[src/rtl/tdm_demux_1x4.sv]
// Receiving end of a four-slot TDM link: aligns on the slot-0 sync marker,
// stages slots 0..2 and publishes all four channels as one registered frame.
module tdm_demux_1x4 #(
    parameter int unsigned WIDTH = 1
) (
    input  logic             clk,
    input  logic             rst,
    input  logic [WIDTH-1:0] din,
    input  logic             din_valid,
    input  logic             sync,
    output logic [WIDTH-1:0] y0,
    output logic [WIDTH-1:0] y1,
    output logic [WIDTH-1:0] y2,
    output logic [WIDTH-1:0] y3,
    output logic             frame_valid,
    output logic [1:0]       sel,
    output logic             sync_err
);

    typedef enum logic {
        HUNT = 1'b0,
        RUN  = 1'b1
    } state_t;

    state_t state, state_nxt;

    logic [WIDTH-1:0] s0, s1, s2;
    logic [WIDTH-1:0] s0_nxt, s1_nxt, s2_nxt;
    logic [WIDTH-1:0] y0_nxt, y1_nxt, y2_nxt, y3_nxt;
    logic [1:0]       sel_nxt;
    logic             frame_valid_nxt;
    logic             sync_err_nxt;

    // State register
    always_ff @(posedge clk) begin
        if (rst) begin
            state <= HUNT;
        end else begin
            state <= state_nxt;
        end
    end

    // Alignment: a sync beat locks us, a missing sync on slot 0 drops lock
    always_comb begin
        state_nxt = state;
        if (din_valid) begin
            case (state)
                HUNT: if (sync) state_nxt = RUN;
                RUN:  if (!sync && (sel == 2'd0)) state_nxt = HUNT;
                default: state_nxt = HUNT;
            endcase
        end
    end

    // Next values for staging, slot pointer and the registered outputs
    always_comb begin
        s0_nxt          = s0;
        s1_nxt          = s1;
        s2_nxt          = s2;
        y0_nxt          = y0;
        y1_nxt          = y1;
        y2_nxt          = y2;
        y3_nxt          = y3;
        sel_nxt         = sel;
        frame_valid_nxt = 1'b0;
        sync_err_nxt    = 1'b0;
        if (din_valid) begin
            if (state == HUNT) begin
                if (sync) begin
                    s0_nxt  = din;
                    sel_nxt = 2'd1;
                end
            end else if (sync) begin
                // Sync always restarts the frame; mid-frame it also flags an error
                sync_err_nxt = (sel != 2'd0);
                s0_nxt       = din;
                sel_nxt      = 2'd1;
            end else if (sel == 2'd0) begin
                // Slot 0 without sync: discard beat, fall back to hunting
                sync_err_nxt = 1'b1;
            end else begin
                case (sel)
                    2'd1: begin
                        s1_nxt  = din;
                        sel_nxt = 2'd2;
                    end
                    2'd2: begin
                        s2_nxt  = din;
                        sel_nxt = 2'd3;
                    end
                    2'd3: begin
                        y0_nxt          = s0;
                        y1_nxt          = s1;
                        y2_nxt          = s2;
                        y3_nxt          = din;
                        frame_valid_nxt = 1'b1;
                        sel_nxt         = 2'd0;
                    end
                    default: sel_nxt = 2'd0;
                endcase
            end
        end
    end

    // Datapath and output registers
    always_ff @(posedge clk) begin
        if (rst) begin
            s0          <= '0;
            s1          <= '0;
            s2          <= '0;
            y0          <= '0;
            y1          <= '0;
            y2          <= '0;
            y3          <= '0;
            sel         <= 2'd0;
            frame_valid <= 1'b0;
            sync_err    <= 1'b0;
        end else begin
            s0          <= s0_nxt;
            s1          <= s1_nxt;
            s2          <= s2_nxt;
            y0          <= y0_nxt;
            y1          <= y1_nxt;
            y2          <= y2_nxt;
            y3          <= y3_nxt;
            sel         <= sel_nxt;
            frame_valid <= frame_valid_nxt;
            sync_err    <= sync_err_nxt;
        end
    end

endmodule

[config.mk]
export PLATFORM = sky130hd
export DESIGN_NAME = tdm_demux_1x4
export DESIGN_NICKNAME = d
export VERILOG_FILES = /design/src/rtl/tdm_demux_1x4.sv
export SDC_FILE = /design/constraint.sdc
export NUM_CORES = 1
export LEC_CHECK = 0
export CORE_AREA = 2 2 39 41
export DETAILED_ROUTE_END_ITERATION = 10
export DIE_AREA = 0 0 41 43
export PLACE_DENSITY_LB_ADDON = 0.05
export SLEW_MARGIN = 10
export SYNTH_ARGS = -nofsm -noshare
export SYNTH_HDL_FRONTEND = slang
export SYNTH_SLANG_ARGS = --single-unit
[constraint.sdc]
create_clock -name clk -period 1.8 [get_ports clk]
set_input_delay 0.27 -clock clk [delete_from_list [all_inputs] [get_ports clk]]
set_output_delay 0.27 -clock clk [all_outputs]
set_load 0.01 [all_outputs]
==> metrics.txt <==
# TYPE chip_impl_metric gauge
chip_impl_metric{name="post-route-util",unit="%"} 54.6
chip_impl_metric{name="peakVddDrop",unit="uV"} 587
chip_impl_metric{name="total_power",unit="mW"} 0.551
chip_impl_metric{name="mappedNetlistNets",unit=""} 70
chip_impl_metric{name="initial_utilization",unit="%"} 42.9
chip_impl_info{name="setup.worst_path.class",value="reg -> reg"} 1
chip_impl_metric{name="grt_start_max_net_pins",unit=""} 13
chip_impl_metric{name="tightest_slew",unit="ns"} 0.476
chip_impl_info{name="critical-path-slowest-cell",value="sky130_fd_sc_hd__dfxtp_1"} 1
chip_impl_metric{name="grt_util_met2",unit="%"} 17.8
chip_impl_metric{name="fin_setup_tns",unit="ns"} 0
chip_impl_metric{name="worstPathArrival",unit="ns"} 1.75
chip_impl_metric{name="ctsHtreeMaxLevel",unit=""} 1
chip_impl_info{name="path_cells",value="inv_1, ha_1, inv_1, ha_1, nand4_4, mux2i_1, nor2_1"} 1
chip_impl_metric{name="grt_pass1_vias",unit=""} 388
chip_impl_metric{name="final_layout_size_suffix_gt1_share",unit="%"} 13.7
chip_impl_metric{name="fin_worst_hold_slack",unit="ns"} 0.468
chip_impl_metric{name="postCtsSetupRepairBufs",unit=""} 0
chip_impl_metric{name="synthesis.area_per_instance",unit="um^2"} 10.1
chip_impl_metric{name="timing.final.setup_violations",unit=""} 0
chip_impl_info{name="min_delay_path_class",value="reg -> reg"} 1
chip_impl_metric{name="fp.dieArea",unit="mm^2"} 0.00176
chip_impl_metric{name="critical-path-max-stage-delay",unit="ns"} 0.40
chip_impl_metric{name="fmax",unit="MHz"} 625
chip_impl_info{name="rsz0062_at_grt",value="false"} 1
chip_impl_metric{name="globalRouteOverflowTotal",unit=""} 0
chip_impl_info{name="clockRootBuffer",value="sky130_fd_sc_hd__clkbuf_4"} 1
chip_impl_metric{name="number_of_port_buffers",unit=""} 12
chip_impl_metric{name="final.period_utilization",unit="%"} 88.9
chip_impl_metric{name="synth_compound_area_share",unit="%"} 8.42
chip_impl_info{name="cp_launch_type",value="register"} 1
chip_impl_metric{name="core_region_area",unit="mm^2"} 0.00138
chip_impl_metric{name="numCtsBuffers",unit=""} 3
chip_impl_metric{name="filler_cell_count",unit=""} 126
chip_impl_metric{name="final_max_slew_viol_count",unit=""} 0
chip_impl_metric{name="detail_route.wl_per_cell",unit="um"} 12.1
chip_impl_metric{name="placement_rows",unit=""} 14
chip_impl_metric{name="clk_pin_slew_worst_paths",unit="ns"} 0.08
chip_impl_metric{name="clock-skew-final",unit="ns"} 0.00576
chip_impl_metric{name="yosysWarningCount",unit=""} 0
chip_impl_info{name="synth_top_family_by_area",value="simple AND/OR/NAND/NOR gates"} 1
chip_impl_metric{name="postCtsResizedCells",unit=""} 0
chip_impl_metric{name="numClockSinks",unit=""} 12
chip_impl_metric{name="synth.mux.area_fraction",unit="%"} 10.1
chip_impl_metric{name="clock_insertion_delay_worst_skew",unit="ns"} 0.28
chip_impl_info{name="worst_setup_path_end_kind",value="register"} 1
chip_impl_metric{name="synth_fa_ha_area_share",unit="%"} 12.6
chip_impl_metric{name="critical_path.max_fanout",unit=""} 4
chip_impl_metric{name="area_growth_syn_to_layout",unit="%"} 27.2
chip_impl_metric{name="timing.slew.headroom",unit="%"} 68.2
chip_impl_info{name="mostFrequentLayoutCells",value="12 x sky130_fd_sc_hd__dfxtp_1, 12 x sky130_fd_sc_hd__clkdlybuf4s50_1, 7 x sky130_fd_sc_hd__nor2_1"} 1
chip_impl_metric{name="clock_path_buffers",unit=""} 2
chip_impl_metric{name="die_x",unit="um"} 41
chip_impl_metric{name="ys_types",unit=""} 22
chip_impl_metric{name="globalplace.congestion",unit=""} 0.832
chip_impl_metric{name="synthesis.instances",unit=""} 59
chip_impl_metric{name="dr.first_iter.drc_count",unit=""} 6
chip_impl_metric{name="yosys.area_share.xor_xnor",unit="%"} 0
chip_impl_metric{name="synth_sequential_area_ratio",unit="%"} 40.4
chip_impl_metric{name="detailedPlacementHpwl",unit="um"} 765
chip_impl_metric{name="floorplan.die.height",unit="um"} 43
chip_impl_metric{name="drtPass1Iterations",unit=""} 2
chip_impl_metric{name="global_route.usage.total",unit="%"} 14.7
chip_impl_metric{name="p_leak",unit="nW"} 0.332
chip_impl_metric{name="antenna_violating_nets_post_route",unit=""} 0
chip_impl_metric{name="crit_required",unit="ns"} 1.95
chip_impl_metric{name="vias",unit=""} 440
chip_impl_metric{name="hold_viol_final",unit=""} 0
chip_impl_metric{name="synth_simple_gate_area_share",unit="%"} 22.1
chip_impl_metric{name="nNetsFinal",unit=""} 85
chip_impl_metric{name="remaining_drc_errors",unit=""} 0
chip_impl_metric{name="netlist_area",unit="um^2"} 594
chip_impl_metric{name="final.min_clock_period",unit="ns"} 1.60
chip_impl_metric{name="global_route.usage.met3",unit="%"} 7.85
chip_impl_metric{name="holdBufCountCts",unit=""} 0
chip_impl_metric{name="groute.layer.met1.usage",unit="%"} 21.1
chip_impl_metric{name="drv.max_cap_violation_count",unit=""} 0
chip_impl_metric{name="diode_count",unit=""} 0
chip_impl_metric{name="power.density",unit="mW/mm^2"} 729
chip_impl_metric{name="postSynthRegisterBits",unit=""} 12
chip_impl_info{name="cts_tree",value="built"} 1
chip_impl_metric{name="io_pins",unit=""} 13
chip_impl_info{name="gr-max-usage-layer",value="met1"} 1
chip_impl_info{name="outcome",value="completed"} 1
chip_impl_metric{name="via_density_per_instance",unit=""} 4.94
chip_impl_metric{name="initial_antenna_violation_count",unit=""} 0
chip_impl_metric{name="routed_wirelength",unit="um"} 1080
chip_impl_metric{name="grt_pass1_wl",unit="um"} 1720
[cell type report]
| class | count | area [um^2] | share of cell area (%) |
|---|---|---|---|
| Clock buffer | 4 | 36.3 | 4.80 |
| Sequential cell | 12 | 240 | 31.8 |
| Tap cell | 16 | 20.0 | 2.65 |
| Multi-Input combinational cell | 40 | 317 | 41.9 |
| Inverter | 4 | 15.0 | 1.99 |
| Timing Repair Buffer | 13 | 128 | 16.9 |
[cells in the mapped netlist]
master / n / share of area, %
sky130_fd_sc_hd__a311oi_1: 1 / 1.5
sky130_fd_sc_hd__a211oi_2: 1 / 2.1
sky130_fd_sc_hd__nor3b_1: 1 / 1.3
sky130_fd_sc_hd__buf_6: 1 / 1.9
sky130_fd_sc_hd__ha_1: 6 / 13
sky130_fd_sc_hd__buf_4: 1 / 1.3
sky130_fd_sc_hd__nor2_1: 7 / 4.4
sky130_fd_sc_hd__o21ai_2: 1 / 1.5
sky130_fd_sc_hd__mux2i_1: 6 / 10
sky130_fd_sc_hd__o21ai_0: 1 / 0.84
sky130_fd_sc_hd__a21oi_1: 3 / 2.5
sky130_fd_sc_hd__nand4_1: 3 / 3.2
sky130_fd_sc_hd__nand4_4: 1 / 3.6
sky130_fd_sc_hd__and2b_4: 1 / 1.7
sky130_fd_sc_hd__inv_1: 4 / 2.5
sky130_fd_sc_hd__nor4b_2: 1 / 2.5
sky130_fd_sc_hd__nand2_1: 3 / 1.9
sky130_fd_sc_hd__nand2b_1: 1 / 1.1
sky130_fd_sc_hd__clkbuf_1: 1 / 0.63
sky130_fd_sc_hd__nand3_1: 2 / 1.7
sky130_fd_sc_hd__nor3_1: 1 / 0.84
sky130_fd_sc_hd__dfxtp_1: 12 / 40
[power by group]
group / switching (mW) / leakage, nW / internal, mW
logic: 0.0298 / 0.214 / 0.0286
registers: 0.00790 / 0.0972 / 0.270
clock network: 0.0914 / 0.0210 / 0.123
[registers in the layout, indices dropped and copies added (netlist names)]
name and flops:
y0 1, s1 1, sync_err 1, sel 2, s0 1, y2 1
s2 1, y1 1, frame_valid 1, y3 1, state 1
[cell families after synthesis]
family / Yosys count
mux: 6
buf+inv: 7
flops: 12
fa+ha+maj: 6
compound gates: 7
simple gates: 21
[per-stage QoR]
stage,std cells,setup slack (ns),instance area (um^2)
6_report,89,0.200,756
5_1_grt,89,0.0984,756
4_1_cts,89,0.202,756
3_5_place_dp,85,0.101,719
3_3_place_gp,85,0.141,719
2_1_floorplan,59,0.320,594
[critical path, delay by kind of cell (launching register included)]
kind / cells / cell delay, ns
buffers and inverters: 2 / 0.19
flip-flops: 1 / 0.40
adder cells (fa/ha/maj): 2 / 0.46
multiplexers: 1 / 0.19
AND/OR/NAND/NOR: 2 / 0.22
[final timing paths]
| kind | from | to | slack [ns] | cells after the start |
|---|---|---|---|---|
| worst max-delay path | sel[0]$_SDFFE_PP0P_ | y2$_SDFFE_PP0P_ | 0.20 | 7 |
| worst min register to register | s0$_SDFFE_PP0P_ | s0$_SDFFE_PP0P_ | 0.47 | 2 |
| worst min-delay path | s0$_SDFFE_PP0P_ | s0$_SDFFE_PP0P_ | 0.47 | 2 |
| worst max register to register | sel[0]$_SDFFE_PP0P_ | y2$_SDFFE_PP0P_ | 0.20 | 7 |
[routing by layer]
layer	wire (um)	share of wire, %	up-vias
li1	-	-	235
met4	0	0	0
met1	551	51	194
met5	0	0	-
met3	55	5.1	0
met2	469	44	11
Power figures use the tool's default switching activity.
